## src/rtl/decode_out_capture_fifo.sv

```systemverilog
// Capture engine for LC3 decode-stage outputs: timestamps enabled samples, buffers them
// in a first-word-fall-through FIFO with registered head, counts drops and flags end-of-activity.
module decode_out_capture_fifo #(
    parameter int DEPTH        = 8,
    parameter int TS_W         = 16,
    parameter int CAPTURE_MODE = 0,
    parameter int STOP_ON_END  = 1
) (
    input  logic                     clock,
    input  logic                     reset,
    input  logic                     en_de,
    input  logic [5:0]               e_cntrl,
    input  logic                     m_cntrl,
    input  logic [1:0]               w_cntrl,
    input  logic [15:0]              Instr_Reg,
    input  logic [15:0]              npc_out,
    output logic                     out_valid,
    input  logic                     out_ready,
    output logic [40:0]              out_data,
    output logic [TS_W-1:0]          out_ts,
    output logic [$clog2(DEPTH):0]   count,
    output logic [7:0]               overflow_cnt,
    output logic                     stop
);
    localparam int PTR_W  = $clog2(DEPTH);
    localparam int DATA_W = 41;
    localparam int ENT_W  = DATA_W + TS_W;

    typedef enum logic [1:0] {
        ST_IDLE,
        ST_ACTIVE,
        ST_DONE
    } state_t;

    state_t              state_q, state_d;
    logic [TS_W-1:0]     ts_q, ts_d;
    logic [PTR_W-1:0]    wr_ptr_q, wr_ptr_d;
    logic [PTR_W-1:0]    rd_ptr_q, rd_ptr_d;
    logic [PTR_W:0]      count_q, count_d;
    logic [7:0]          ovf_q, ovf_d;
    logic [DATA_W-1:0]   head_data_q, head_data_d;
    logic [TS_W-1:0]     head_ts_q, head_ts_d;
    logic                last_valid_q, last_valid_d;
    logic [31:0]         last_key_q, last_key_d;
    logic [ENT_W-1:0]    mem_q [DEPTH];

    logic [DATA_W-1:0]   sample;
    logic [31:0]         key;
    logic [PTR_W-1:0]    rd_next;
    logic                full;
    logic                empty;
    logic                pop;
    logic                candidate;
    logic                push_req;
    logic                push_ok;

    always_comb begin
        sample    = {e_cntrl, m_cntrl, w_cntrl, Instr_Reg, npc_out};
        key       = {Instr_Reg, npc_out};
        rd_next   = rd_ptr_q + 1'b1;
        full      = (count_q == (PTR_W+1)'(DEPTH));
        empty     = (count_q == '0);
        pop       = !empty && out_ready;
        candidate = en_de && !((state_q == ST_DONE) && (STOP_ON_END != 0));
        push_req  = candidate &&
                    ((CAPTURE_MODE == 0) || !last_valid_q || (key != last_key_q));
        // A full FIFO still accepts a push when the head leaves in the same cycle.
        push_ok   = push_req && (!full || pop);
    end

    always_comb begin
        ts_d         = ts_q + 1'b1;
        wr_ptr_d     = wr_ptr_q;
        rd_ptr_d     = rd_ptr_q;
        count_d      = count_q;
        ovf_d        = ovf_q;
        head_data_d  = head_data_q;
        head_ts_d    = head_ts_q;
        last_valid_d = last_valid_q;
        last_key_d   = last_key_q;

        if (push_ok) begin
            wr_ptr_d     = wr_ptr_q + 1'b1;
            last_valid_d = 1'b1;
            last_key_d   = key;
        end else if (push_req && (ovf_q != 8'hFF)) begin
            ovf_d = ovf_q + 1'b1;
        end

        case ({push_ok, pop})
            2'b10:   count_d = count_q + 1'b1;
            2'b01:   count_d = count_q - 1'b1;
            default: count_d = count_q;
        endcase

        // Head register follows the oldest entry; a lone entry popped alongside a push hands over to the new sample.
        if (pop) begin
            rd_ptr_d = rd_next;
            if (count_q > (PTR_W+1)'(1)) begin
                head_data_d = mem_q[rd_next][ENT_W-1:TS_W];
                head_ts_d   = mem_q[rd_next][TS_W-1:0];
            end else if (push_ok) begin
                head_data_d = sample;
                head_ts_d   = ts_q;
            end else begin
                head_data_d = '0;
                head_ts_d   = '0;
            end
        end else if (empty && push_ok) begin
            head_data_d = sample;
            head_ts_d   = ts_q;
        end
    end

    always_comb begin
        state_d = state_q;
        case (state_q)
            ST_IDLE:   if (en_de)  state_d = ST_ACTIVE;
            ST_ACTIVE: if (!en_de) state_d = ST_DONE;
            ST_DONE:   state_d = ST_DONE;
            default:   state_d = ST_IDLE;
        endcase
    end

    always_ff @(posedge clock) begin
        if (reset) begin
            state_q      <= ST_IDLE;
            ts_q         <= '0;
            wr_ptr_q     <= '0;
            rd_ptr_q     <= '0;
            count_q      <= '0;
            ovf_q        <= '0;
            head_data_q  <= '0;
            head_ts_q    <= '0;
            last_valid_q <= 1'b0;
            last_key_q   <= '0;
        end else begin
            state_q      <= state_d;
            ts_q         <= ts_d;
            wr_ptr_q     <= wr_ptr_d;
            rd_ptr_q     <= rd_ptr_d;
            count_q      <= count_d;
            ovf_q        <= ovf_d;
            head_data_q  <= head_data_d;
            head_ts_q    <= head_ts_d;
            last_valid_q <= last_valid_d;
            last_key_q   <= last_key_d;
        end
    end

    always_ff @(posedge clock) begin
        if (!reset && push_ok) begin
            mem_q[wr_ptr_q] <= {sample, ts_q};
        end
    end

    assign out_valid    = !empty;
    assign out_data     = head_data_q;
    assign out_ts       = head_ts_q;
    assign count        = count_q;
    assign overflow_cnt = ovf_q;
    assign stop         = (state_q == ST_DONE);

endmodule

```

## config.mk

```make
export PLATFORM = sky130hd
export DESIGN_NAME = decode_out_capture_fifo
export DESIGN_NICKNAME = d
export VERILOG_FILES = /design/src/rtl/decode_out_capture_fifo.sv
export SDC_FILE = /design/constraint.sdc
export NUM_CORES = 1
export LEC_CHECK = 0
export ABC_AREA = 1
export BUFFER_PORTS_ARGS = -buffer_cell sky130_fd_sc_hd__buf_2
export CAP_MARGIN = 20
export CORE_MARGIN = 8
export CORE_UTILIZATION = 55
export CTS_BUF_LIST = sky130_fd_sc_hd__clkbuf_4 sky130_fd_sc_hd__clkbuf_8
export CTS_CLUSTER_DIAMETER = 50
export CTS_CLUSTER_SIZE = 20
export DETAILED_ROUTE_END_ITERATION = 12
export PLACE_DENSITY_LB_ADDON = 0.25
export SYNTH_ARGS = -nofsm -noshare
export SYNTH_HDL_FRONTEND = slang
export SYNTH_SLANG_ARGS = --single-unit
```

## constraint.sdc

```tcl
create_clock -name clock -period 11.7 [get_ports clock]
set_clock_uncertainty 0.05 [all_clocks]
set_input_delay 2.34 -clock clock [delete_from_list [all_inputs] [get_ports clock]]
set_output_delay 2.34 -clock clock [all_outputs]
set_load 0.02 [all_outputs]
```

==> results.md <==
* Area grow syn2layout at 8.51%
* Max_slew headroom at 26.8%
* Vias at 16600
* Final hold slack at 469 ps
* Routability cong. at 0.815
* Netlist Area Pre-Place at 23600 um^2
* Layout cell share with drive strength beyond 1 at 10.1%
* Final setup violation count at 0
* Max cap viols at 0
* Cell Area, Placed at 24500 um^2
* Reg clk slew, reported paths at 100 ps
* Vias/cell at 5.43
* Crit path time final at 4160 ps
* Die span in y at 223 um
* Maximum fanout along the worst path at 5
* Max IR drop VDD at 0.255 mV
* Gr ovfl total at 0
* Top cells by area, synth: edfxtp_1 (58%), nand2_1 (12%), dfxtp_1 (7.9%), nand3_1 (7.8%), inv_1 (5.8%)
* Core area at 42700 um^2
* CTS buffer count at 44
* Run status: completed
* I/O pin total at 116
* Worst-margin pin slew at 1100 ps
* Row count at 76
* Initial Util at 55.2%
* Synth Register Bits at 549
* Final Max Slew Viols at 0
* Pin count of the biggest net entering global routing at 112
* Synth Flop Type: edfxtp_1
* Placed Cells at 2972
* Post_cts resized at 0
* Layout Cells excl Fill at 3057
* Initial antenna violation count at 4
* First-pass GRT wire length at 87800 um
* Die Area at 49800 um^2
* Drt pass-1 iters at 5
* CTS root buffer: clkbuf_8
* Register area share after synthesis at 65.9%
* Final hold vios at 0
* GRT Total Usage at 22.0%
* Setup TNS at 0 ps
* WL per Instance at 18.0 um
* Deepest clock path buffer count at 3
* DP HPWL at 28900 um
* Kind of critical path: register to output port
* CP arrival at 1770 ps
* Cells after Synth at 2408
* Critical path required time at 9310 ps
* Vias in the first global route at 16400
* TritonCTS clock tree: built
* Period utilisation layout at 35.6%
* RSZ-0062 raised after global routing: false
* Reg2reg setup slack at 8110 ps
* Final antenna-violating net count at 0
* Yosys top cell by area: edfxtp_1
* Layout Cell Area excl Fill at 25600 um^2
* Static Leak at 11.0 nW
* EDFF count, synth at 456
* Hold_buf cts at 0
* Mapped Nets at 2465
* Post-CTS Setup Bufs at 0
* Die X at 223 um
* DRC at 0
* Pwr/cell area at 214 nW/um^2
* Hold Path Class: register to register
* Final nets at 2529
* DRT Wirelength at 54900 um
* Post-synth top area share at 58.1%
* Commonest non-fill, non-tap cell in the layout: nand2_1
* # port buffers at 115
* CTS H-tree depth at 2
* Most frequent cells in the layout: nand2_1 (760), edfxtp_1 (456), nand3_1 (368), inv_1 (363), buf_2 (115)
* CP Launch Type: register
* Achievable Freq at 240 MHz
* Setup crit end kind: output port
* Mapped Avg Cell Area at 9.80 um^2
* Clock Sinks at 549
* Synth Warn # at 0
* Distinct cells, synth at 29
* Share of async-settable or async-resettable flops after synthesis at 0%
* Worst-Skew Late Latency at 660 ps
* Starting DRT DRC Count at 1437
-- per-layer routing --
metal | vias to the layer above | routed length, um | GRT usage, %
met1 | 7884 | 23100 | 29.6
met4 | 2 | 1290 | 7.52
li1 | 7958 | - | -
met5 | - | 13 | 0
met2 | 661 | 26300 | 36.5
met3 | 88 | 4180 | 3.26
-- path summary, 6_finish.rpt --
check        cells after the start       startpoint         endpoint
min                              2  overflow_cnt[1]  overflow_cnt[1]
max                              4         count[0]        out_valid
min reg2reg                      2  overflow_cnt[1]  overflow_cnt[1]
max reg2reg                      7      rd_ptr_q[0]      out_data[9]
-- cell usage after synthesis, types with 7 or more instances --
library cell / number
nand2_1: 760
edfxtp_1: 456
nand3_1: 369
inv_1: 364
dfxtp_1: 93
a21oi_1: 89
buf_2: 75
o21ai_0: 73
clkbuf_1: 35
nor2_1: 20
ha_1: 12
nor3_1: 12
nand4_1: 7
-- cells by family after synthesis --
family          count (synthesis)  share of synthesized area (%)
simple gates                 1178                           21.0
flops                         549                           65.9
buf+inv                       494                           8.53
compound gates                167                           3.58
fa+ha+maj                      12                          0.637
xor+xnor                        8                          0.297
-- flip-flops by register name (all words and copies together), names as in the netlist --
signal        cells
overflow_cnt      8
count             4
out_data         41
out_ts           16
wr_ptr_q          3
mem_q           456
rd_ptr_q          3
ts_q             16
state_q           2
-- through the flow --
stage	total power [mW]	worst slack (ps)	utilization, %
after global placement	4.24	7260	57.4
after CTS	5.49	7470	59.9
final	5.47	7540	59.9
after floorplan	3.76	2800	-
after detailed placement	4.30	7140	57.4
after global routing	5.79	7420	59.9
-- critical path: stages, from the launching register on --
cell and delay [ps]:
dfxtp_1 400, inv_1 110, ha_1 260, nand2_1 160, buf_2 190
-- report_power, final --
| part | total, mW | internal [mW] | switching, mW | leakage [nW] |
|---|---|---|---|---|
| sequential | 2.36 | 2.25 | 0.108 | 4.91 |
| clock | 1.21 | 0.498 | 0.709 | 0.531 |
| combinational | 1.90 | 0.535 | 1.37 | 5.55 |
-- area by class of cell --
| class | instances | area [um^2] |
|---|---|---|
| fill | 3545 | 17100 |
| sequential | 549 | 15600 |
| multi-input combinational | 1365 | 6110 |
| inverter | 370 | 1400 |
| timing repair buffer | 142 | 778 |
| tap | 546 | 683 |
| clock buffer | 51 | 677 |
| clock inverter | 31 | 382 |
| antenna | 3 | 7.51 |
Note: power is estimated with default switching activity, not from simulation.
